## src/rtl/vector_player_pkg.sv

```systemverilog
// rtl/vector_player_pkg.sv - shared types, state codes, default widths and field offsets for vector_player
// Contents:
//   DEF_*       default parameter values for vector_player
//   EXP_LSB     bit offset of the expected-response field inside a ROM word
//   stim_lsb()  bit offset of the stimulus field (sits directly above exp)
//   vp_state_t  FSM state type with ST_* encodings
package vector_player_pkg;

  localparam int DEF_STIM_W     = 3;
  localparam int DEF_RESP_W     = 1;
  localparam int DEF_ADDR_W     = 5;
  localparam int DEF_MAX_VEC    = 32;
  localparam int DEF_SETTLE_CYC = 1;
  localparam int DEF_CNT_W      = 16;

  // ROM word layout is {stim, exp}: exp in the LSBs, stim right above it.
  localparam int EXP_LSB = 0;

  function automatic int stim_lsb(input int resp_w);
    return EXP_LSB + resp_w;
  endfunction

  typedef logic [2:0] vp_state_t;

  localparam vp_state_t ST_IDLE   = 3'd0;
  localparam vp_state_t ST_FETCH  = 3'd1;
  localparam vp_state_t ST_APPLY  = 3'd2;
  localparam vp_state_t ST_SETTLE = 3'd3;
  localparam vp_state_t ST_CHECK  = 3'd4;
  localparam vp_state_t ST_DONE   = 3'd5;

endpackage

```

## src/rtl/vector_player_sat_counter.sv

```systemverilog
// rtl/vector_player_sat_counter.sv - clearable up-counter that sticks at all-ones
// Ports:
//   clk    clock, rising edge
//   rst_n  asynchronous active-low reset, clears q
//   clr    synchronous clear (wins over inc)
//   inc    increment request; ignored once q is all-ones
//   q      current count
module sat_counter #(
  parameter int W = 16
) (
  input  logic         clk,
  input  logic         rst_n,
  input  logic         clr,
  input  logic         inc,
  output logic [W-1:0] q
);

  logic [W-1:0] cnt_q;
  logic [W-1:0] cnt_d;

  always_comb begin
    cnt_d = cnt_q;
    if (clr) begin
      cnt_d = '0;
    end else if (inc && (cnt_q != {W{1'b1}})) begin
      cnt_d = cnt_q + W'(1);
    end
  end

  always_ff @(posedge clk or negedge rst_n) begin
    if (!rst_n) begin
      cnt_q <= '0;
    end else begin
      cnt_q <= cnt_d;
    end
  end

  assign q = cnt_q;

endmodule

```

## src/rtl/vector_player.sv

```systemverilog
// rtl/vector_player.sv - ROM-driven stimulus/response sequencer for on-chip bring-up of datapath blocks
// Optional feature macro: VECTOR_PLAYER_FAIL_CAPTURE_EN (first-mismatch capture outputs)
// Ports:
//   clk_in     clock, rising edge
//   rst_in     asynchronous active-low reset
//   start      one-cycle pulse starting a pass (ignored while busy)
//   vec_addr   ROM read address
//   vec_data   ROM word {stim, exp}, one cycle after vec_addr
//   vec_valid  ROM entry present; 0 terminates the table
//   stim       registered stimulus to the device under test
//   dut_resp   response of the device under test
//   busy       pass in progress
//   done       pass finished, held until next start
//   pass       done with zero mismatches
//   vec_count  vectors checked this pass (saturating)
//   err_count  mismatches this pass (saturating)
//   fail_*     first-mismatch capture (macro builds only)
module vector_player
  import vector_player_pkg::*;
#(
  parameter int STIM_W     = DEF_STIM_W,
  parameter int RESP_W     = DEF_RESP_W,
  parameter int ADDR_W     = DEF_ADDR_W,
  parameter int MAX_VEC    = DEF_MAX_VEC,
  parameter int SETTLE_CYC = DEF_SETTLE_CYC,
  parameter int CNT_W      = DEF_CNT_W
) (
  input  logic                     clk_in,
  input  logic                     rst_in,
  input  logic                     start,
  output logic [ADDR_W-1:0]        vec_addr,
  input  logic [STIM_W+RESP_W-1:0] vec_data,
  input  logic                     vec_valid,
  output logic [STIM_W-1:0]        stim,
  input  logic [RESP_W-1:0]        dut_resp,
  output logic                     busy,
  output logic                     done,
  output logic                     pass,
  output logic [CNT_W-1:0]         vec_count,
`ifdef VECTOR_PLAYER_FAIL_CAPTURE_EN
  output logic [CNT_W-1:0]         err_count,
  output logic                     fail_valid,
  output logic [ADDR_W-1:0]        fail_idx,
  output logic [STIM_W-1:0]        fail_stim,
  output logic [RESP_W-1:0]        fail_resp,
  output logic [RESP_W-1:0]        fail_exp
`else
  output logic [CNT_W-1:0]         err_count
`endif
);

  localparam int STIM_LSB = stim_lsb(RESP_W);
  // Settle counter only needs to hold SETTLE_CYC-1; keep at least one bit.
  localparam int SET_W = (SETTLE_CYC > 1) ? $clog2(SETTLE_CYC) : 1;
  localparam logic [ADDR_W-1:0] LAST_IDX = ADDR_W'(MAX_VEC - 1);

  vp_state_t          state_q, state_d;
  logic [ADDR_W-1:0]  idx_q, idx_d;
  logic [STIM_W-1:0]  stim_q, stim_d;
  logic [RESP_W-1:0]  exp_q, exp_d;
  logic [SET_W-1:0]   settle_q, settle_d;
  logic               clr_cnt;
  logic               inc_vec;
  logic               inc_err;
  logic               mismatch;

  assign mismatch = (dut_resp != exp_q);

  always_comb begin
    state_d  = state_q;
    idx_d    = idx_q;
    stim_d   = stim_q;
    exp_d    = exp_q;
    settle_d = settle_q;
    clr_cnt  = 1'b0;
    inc_vec  = 1'b0;
    inc_err  = 1'b0;
    case (state_q)
      // DONE shares the IDLE start path so a new pass can follow directly.
      ST_IDLE, ST_DONE: begin
        if (start) begin
          clr_cnt = 1'b1;
          idx_d   = '0;
          state_d = ST_FETCH;
        end
      end
      ST_FETCH: begin
        state_d = ST_APPLY;
      end
      ST_APPLY: begin
        if (!vec_valid) begin
          state_d = ST_DONE;
        end else begin
          stim_d   = vec_data[STIM_LSB +: STIM_W];
          exp_d    = vec_data[EXP_LSB +: RESP_W];
          settle_d = SET_W'(SETTLE_CYC - 1);
          state_d  = ST_SETTLE;
        end
      end
      ST_SETTLE: begin
        if (settle_q == '0) begin
          state_d = ST_CHECK;
        end else begin
          settle_d = settle_q - SET_W'(1);
        end
      end
      ST_CHECK: begin
        inc_vec = 1'b1;
        inc_err = mismatch;
        // The last slot ends the pass without advancing idx, so it never wraps.
        if (idx_q == LAST_IDX) begin
          state_d = ST_DONE;
        end else begin
          idx_d   = idx_q + ADDR_W'(1);
          state_d = ST_FETCH;
        end
      end
      default: begin
        state_d = ST_IDLE;
      end
    endcase
  end

  always_ff @(posedge clk_in or negedge rst_in) begin
    if (!rst_in) begin
      state_q  <= ST_IDLE;
      idx_q    <= '0;
      stim_q   <= '0;
      exp_q    <= '0;
      settle_q <= '0;
    end else begin
      state_q  <= state_d;
      idx_q    <= idx_d;
      stim_q   <= stim_d;
      exp_q    <= exp_d;
      settle_q <= settle_d;
    end
  end

  sat_counter #(.W(CNT_W)) u_vec_cnt (
    .clk   (clk_in),
    .rst_n (rst_in),
    .clr   (clr_cnt),
    .inc   (inc_vec),
    .q     (vec_count)
  );

  sat_counter #(.W(CNT_W)) u_err_cnt (
    .clk   (clk_in),
    .rst_n (rst_in),
    .clr   (clr_cnt),
    .inc   (inc_err),
    .q     (err_count)
  );

  assign vec_addr = idx_q;
  assign stim     = stim_q;
  assign busy     = (state_q == ST_FETCH) || (state_q == ST_APPLY) ||
                    (state_q == ST_SETTLE) || (state_q == ST_CHECK);
  assign done     = (state_q == ST_DONE);
  assign pass     = done && (err_count == '0);

`ifdef VECTOR_PLAYER_FAIL_CAPTURE_EN
  logic              fail_valid_q;
  logic [ADDR_W-1:0] fail_idx_q;
  logic [STIM_W-1:0] fail_stim_q;
  logic [RESP_W-1:0] fail_resp_q;
  logic [RESP_W-1:0] fail_exp_q;

  // Only the first mismatch of a pass is kept; fail_valid_q blocks overwrites.
  always_ff @(posedge clk_in or negedge rst_in) begin
    if (!rst_in) begin
      fail_valid_q <= 1'b0;
      fail_idx_q   <= '0;
      fail_stim_q  <= '0;
      fail_resp_q  <= '0;
      fail_exp_q   <= '0;
    end else if (clr_cnt) begin
      fail_valid_q <= 1'b0;
      fail_idx_q   <= '0;
      fail_stim_q  <= '0;
      fail_resp_q  <= '0;
      fail_exp_q   <= '0;
    end else if ((state_q == ST_CHECK) && mismatch && !fail_valid_q) begin
      fail_valid_q <= 1'b1;
      fail_idx_q   <= idx_q;
      fail_stim_q  <= stim_q;
      fail_resp_q  <= dut_resp;
      fail_exp_q   <= exp_q;
    end
  end

  assign fail_valid = fail_valid_q;
  assign fail_idx   = fail_idx_q;
  assign fail_stim  = fail_stim_q;
  assign fail_resp  = fail_resp_q;
  assign fail_exp   = fail_exp_q;
`endif

endmodule

```

## config.mk

```make
export PLATFORM = sky130hd
export DESIGN_NAME = vector_player
export DESIGN_NICKNAME = d
export VERILOG_FILES = /design/src/rtl/vector_player_pkg.sv /design/src/rtl/vector_player_sat_counter.sv /design/src/rtl/vector_player.sv
export SDC_FILE = /design/constraint.sdc
export NUM_CORES = 1
export LEC_CHECK = 0
export ABC_AREA = 1
export BUFFER_PORTS_ARGS = -buffer_cell sky130_fd_sc_hd__buf_2
export CELL_PAD_IN_SITES_DETAIL_PLACEMENT = 1
export CELL_PAD_IN_SITES_GLOBAL_PLACEMENT = 1
export CORE_AREA = 2 2 92 94
export CTS_CLUSTER_DIAMETER = 100
export DETAILED_ROUTE_END_ITERATION = 16
export DIE_AREA = 0 0 94 96
export PLACE_DENSITY = 0.84
export SLEW_MARGIN = 20
export SYNTH_ARGS = -nofsm -noshare
export SYNTH_HDL_FRONTEND = slang
export SYNTH_SLANG_ARGS = --single-unit
export TNS_END_PERCENT = 5
```

## constraint.sdc

```tcl
create_clock -name clk_in -period 1.5 [get_ports clk_in]
set_clock_uncertainty 0.05 [all_clocks]
set_input_delay 0.3 -clock clk_in [delete_from_list [all_inputs] [get_ports clk_in]]
set_output_delay 0.3 -clock clk_in [all_outputs]
set_load 0.1 [all_outputs]
```

==> flow_summary.json <==
{
  "status": "finished with violations",
  "failed_checks": "setup timing",
  "rrSetupSlack_ns": -0.45,
  "synth_edf_count": 0,
  "leakagePower_uw": 0.00219,
  "grt_pass1_vias": 3629,
  "hpwlAfterDp_um": 7730,
  "synthTopCellsByArea": "dfrtp_1 39%, nand2_1 16%, nand3_1 11%",
  "min_period_ns": 2.19,
  "fmax_mhz": 456,
  "antenna_found_initial": 0,
  "synthMostInstantiatedCell": "nand2_1",
  "grt_max_degree": 45,
  "wl_per_cell_um": 21.4,
  "overflow": 0,
  "wirelength_um": 13100,
  "holdPathEnd": "stim[1]",
  "cp-start-kind": "flip-flop",
  "holdPathStages": 2,
  "fin_cells": 611,
  "r2r_start": "u_err_cnt.q[1]",
  "drc": 0,
  "row_count": 33,
  "cts_inserted_buffers": 5,
  "rsz0062_at_grt": "yes",
  "crit_arrival_ns": 1.84,
  "die_w_um": 94,
  "synthFlopType": "dfrtp_1",
  "cts.htree.levels": 2,
  "area_growth_pct": 70.9,
  "drive_gt1_share_pct": 44.1,
  "die_h_um": 96,
  "worstSkewPairLatency_ns": 0.32,
  "maxCapViolations": 0,
  "critPathCaptureType": "output pin",
  "holdCritPathClass": "in2reg",
  "via_per_inst": 5.49,
  "antennaDiodeCount": 0,
  "slew_headroom_pct": 66.1,
  "vias": 3357,
  "crit_fanout": 2,
  "cts_root_buf": "clkbuf_8",
  "grt_use_total_pct": 27.6,
  "seq_area_frac_synth_pct": 39.4,
  "synth_nets": 394,
  "ir_drop_v": 0.00191,
  "powerDensity_nw_per_um2": 1230,
  "critPathRequiredTime_ns": 1.15,
  "hold_path_startpoint": "vec_data[2]",
  "postLayoutCoreUtil_pct": 59.4,
  "firstDrtPassIters": 5,
  "setup_viol": 39,
  "grt_pass1_wl_um": 19100,
  "postSynthAreaPerCell_um2": 7.36,
  "worstRegToRegCells": 11,
  "coreArea_um2": 8050,
  "synth_top_area_cell": "dfrtp_1",
  "final_nets": 519,
  "synth_top_area_share_pct": 39.4,
  "stdcell_area_um2": 4780,
  "synth.distinct_cells": 27,
  "fin_crit_sh_pct": 146,
  "fp.dieArea_um2": 9020,
  "postRouteAntennaNets": 0,
  "synthTopCellsByCount": "120 x nand2_1, 64 x nand3_1, 44 x dfrtp_1, 35 x nor2_1, 30 x inv_1",
  "path_class": "reg2out",
  "dp_slack_ns": -0.395,
  "placed_area_um2": 4340,
  "finalPower_uw": 5900,
  "final-hold-violation-count": 0,
  "io_pins": 52,
  "clk_pin_slew_ns": 0.10,
  "rr_endpoint": "u_err_cnt.q[15]",
  "syn_inst": 380,
  "cts.sinks": 44,
  "syn_area_um2": 2800,
  "fin_ws_ns": -0.693,
  "drv_slew": 0,
  "synth_seq_cells": 44,
  "cts_tree": "built",
  "start_util_pct": 34.7,
  "clock_path_buffers": 2,
  "synth-async-reset-ratio_pct": 100,
  "drtIter0Drc": 225,
  "fillCellCount": 935,
  "yosysWarningCount": 0,
  "gp_congestion": 0.839,
  "tightestPinTransition_ns": 0.506,
  "dp_cells": 592,
  "portBuffers": 51
}
[area by class of cell]
class	count	area, µm²	share of cell area [%]
flip-flops and latches	44	1150	24.1
repair buffers	125	1530	32.0
inverters	34	133	2.77
clock inverters	2	38.8	0.811
clock buffers	6	82.6	1.73
well taps	105	131	2.75
multi-input cells	295	1710	35.8
[critical path, stage by stage, from the launching register on]
cell,delay [ns]
dfrtp_4,0.52
inv_2,0.10
ha_4,0.15
nand2_4,0.06
nor3_4,0.20
nand3_2,0.11
nor3_4,0.18
buf_12,0.20
[cell families after synthesis]
family,synth area share [%]
AND/OR/NAND/NOR,43.8
flip-flops,39.4
multiplexers,1.61
AO/OA/AOI/OAI,3.80
adder cells (fa/ha/maj),2.24
XOR/XNOR,2.82
buffers and inverters,6.35
[what timing repair did]
item,in CTS,in global routing
pin swaps,10,7
setup buffers,5,4
hold buffers,1,0
gates cloned,0,1
setup endpoints to repair,45,54
hold endpoints to repair,44,0
resized for setup,38,25
[report_power, final]
part | total (µW) | switching, µW | internal (µW)
combinational | 3380 | 2210 | 1160
clock | 1040 | 496 | 546
sequential | 1490 | 137 | 1350
[per-stage QoR]
step           hold WS, ns  setup TNS [ns]
2_1_floorplan      -0.0456          -19.31
3_3_place_gp         0.247           -3.78
3_5_place_dp         0.254           -6.61
4_1_cts              0.160           -6.25
5_1_grt              0.165          -12.31
6_report             0.157           -9.37
[cell usage in the layout (no fill, tap or decap), types with 2 or more instances in the layout]
master / count
xor2_1: 5
ha_4: 2
or2_2: 4
o21ai_0: 9
mux2_2: 4
buf_4: 52
dfrtp_4: 11
nand2_1: 111
dfrtp_1: 24
nor3_4: 2
nor2_1: 31
buf_12: 43
inv_2: 7
nand3b_1: 2
nor2_4: 8
nand2_2: 9
nor2_2: 4
ha_2: 2
buf_2: 11
nand4_1: 9
inv_1: 25
clkbuf_8: 6
nand3_4: 2
nand2_4: 6
buf_6: 16
nand3_1: 57
nand3_2: 15
dfrtp_2: 9
xnor2_1: 4
inv_4: 2
o21ai_4: 3
[worst max-delay path by stage]
stage / start / slack, ns / cells after the start / endpoint
6_report: u_err_cnt.q[1] / -0.69 / 7 / pass
3_3_place_gp: u_err_cnt.q[0] / -0.33 / 7 / pass
2_1_floorplan: state_q[1] / -0.96 / 5 / pass
4_1_cts: u_err_cnt.q[0] / -0.59 / 7 / pass
5_1_grt: u_err_cnt.q[1] / -0.71 / 7 / pass
3_5_place_dp: u_err_cnt.q[0] / -0.39 / 7 / pass
[registers in the layout, indices dropped and copies added, names as in the netlist]
| register | cells |
|---|---|
| stim | 3 |
| vec_addr | 5 |
| exp_q | 1 |
| u_err_cnt.q | 16 |
| u_vec_cnt.q | 16 |
| state_q | 3 |
[layer usage]
| layer | vias to the layer above | wire [µm] | track usage [%] |
|---|---|---|---|
| met3 | 58 | 567 | 4.70 |
| met2 | 139 | 6800 | 49.6 |
| met5 | - | 0 | 0 |
| met1 | 1670 | 4860 | 31.7 |
| met4 | 0 | 834 | 14.3 |
| li1 | 1490 | - | - |
Note: power is estimated with default switching activity, not from simulation.
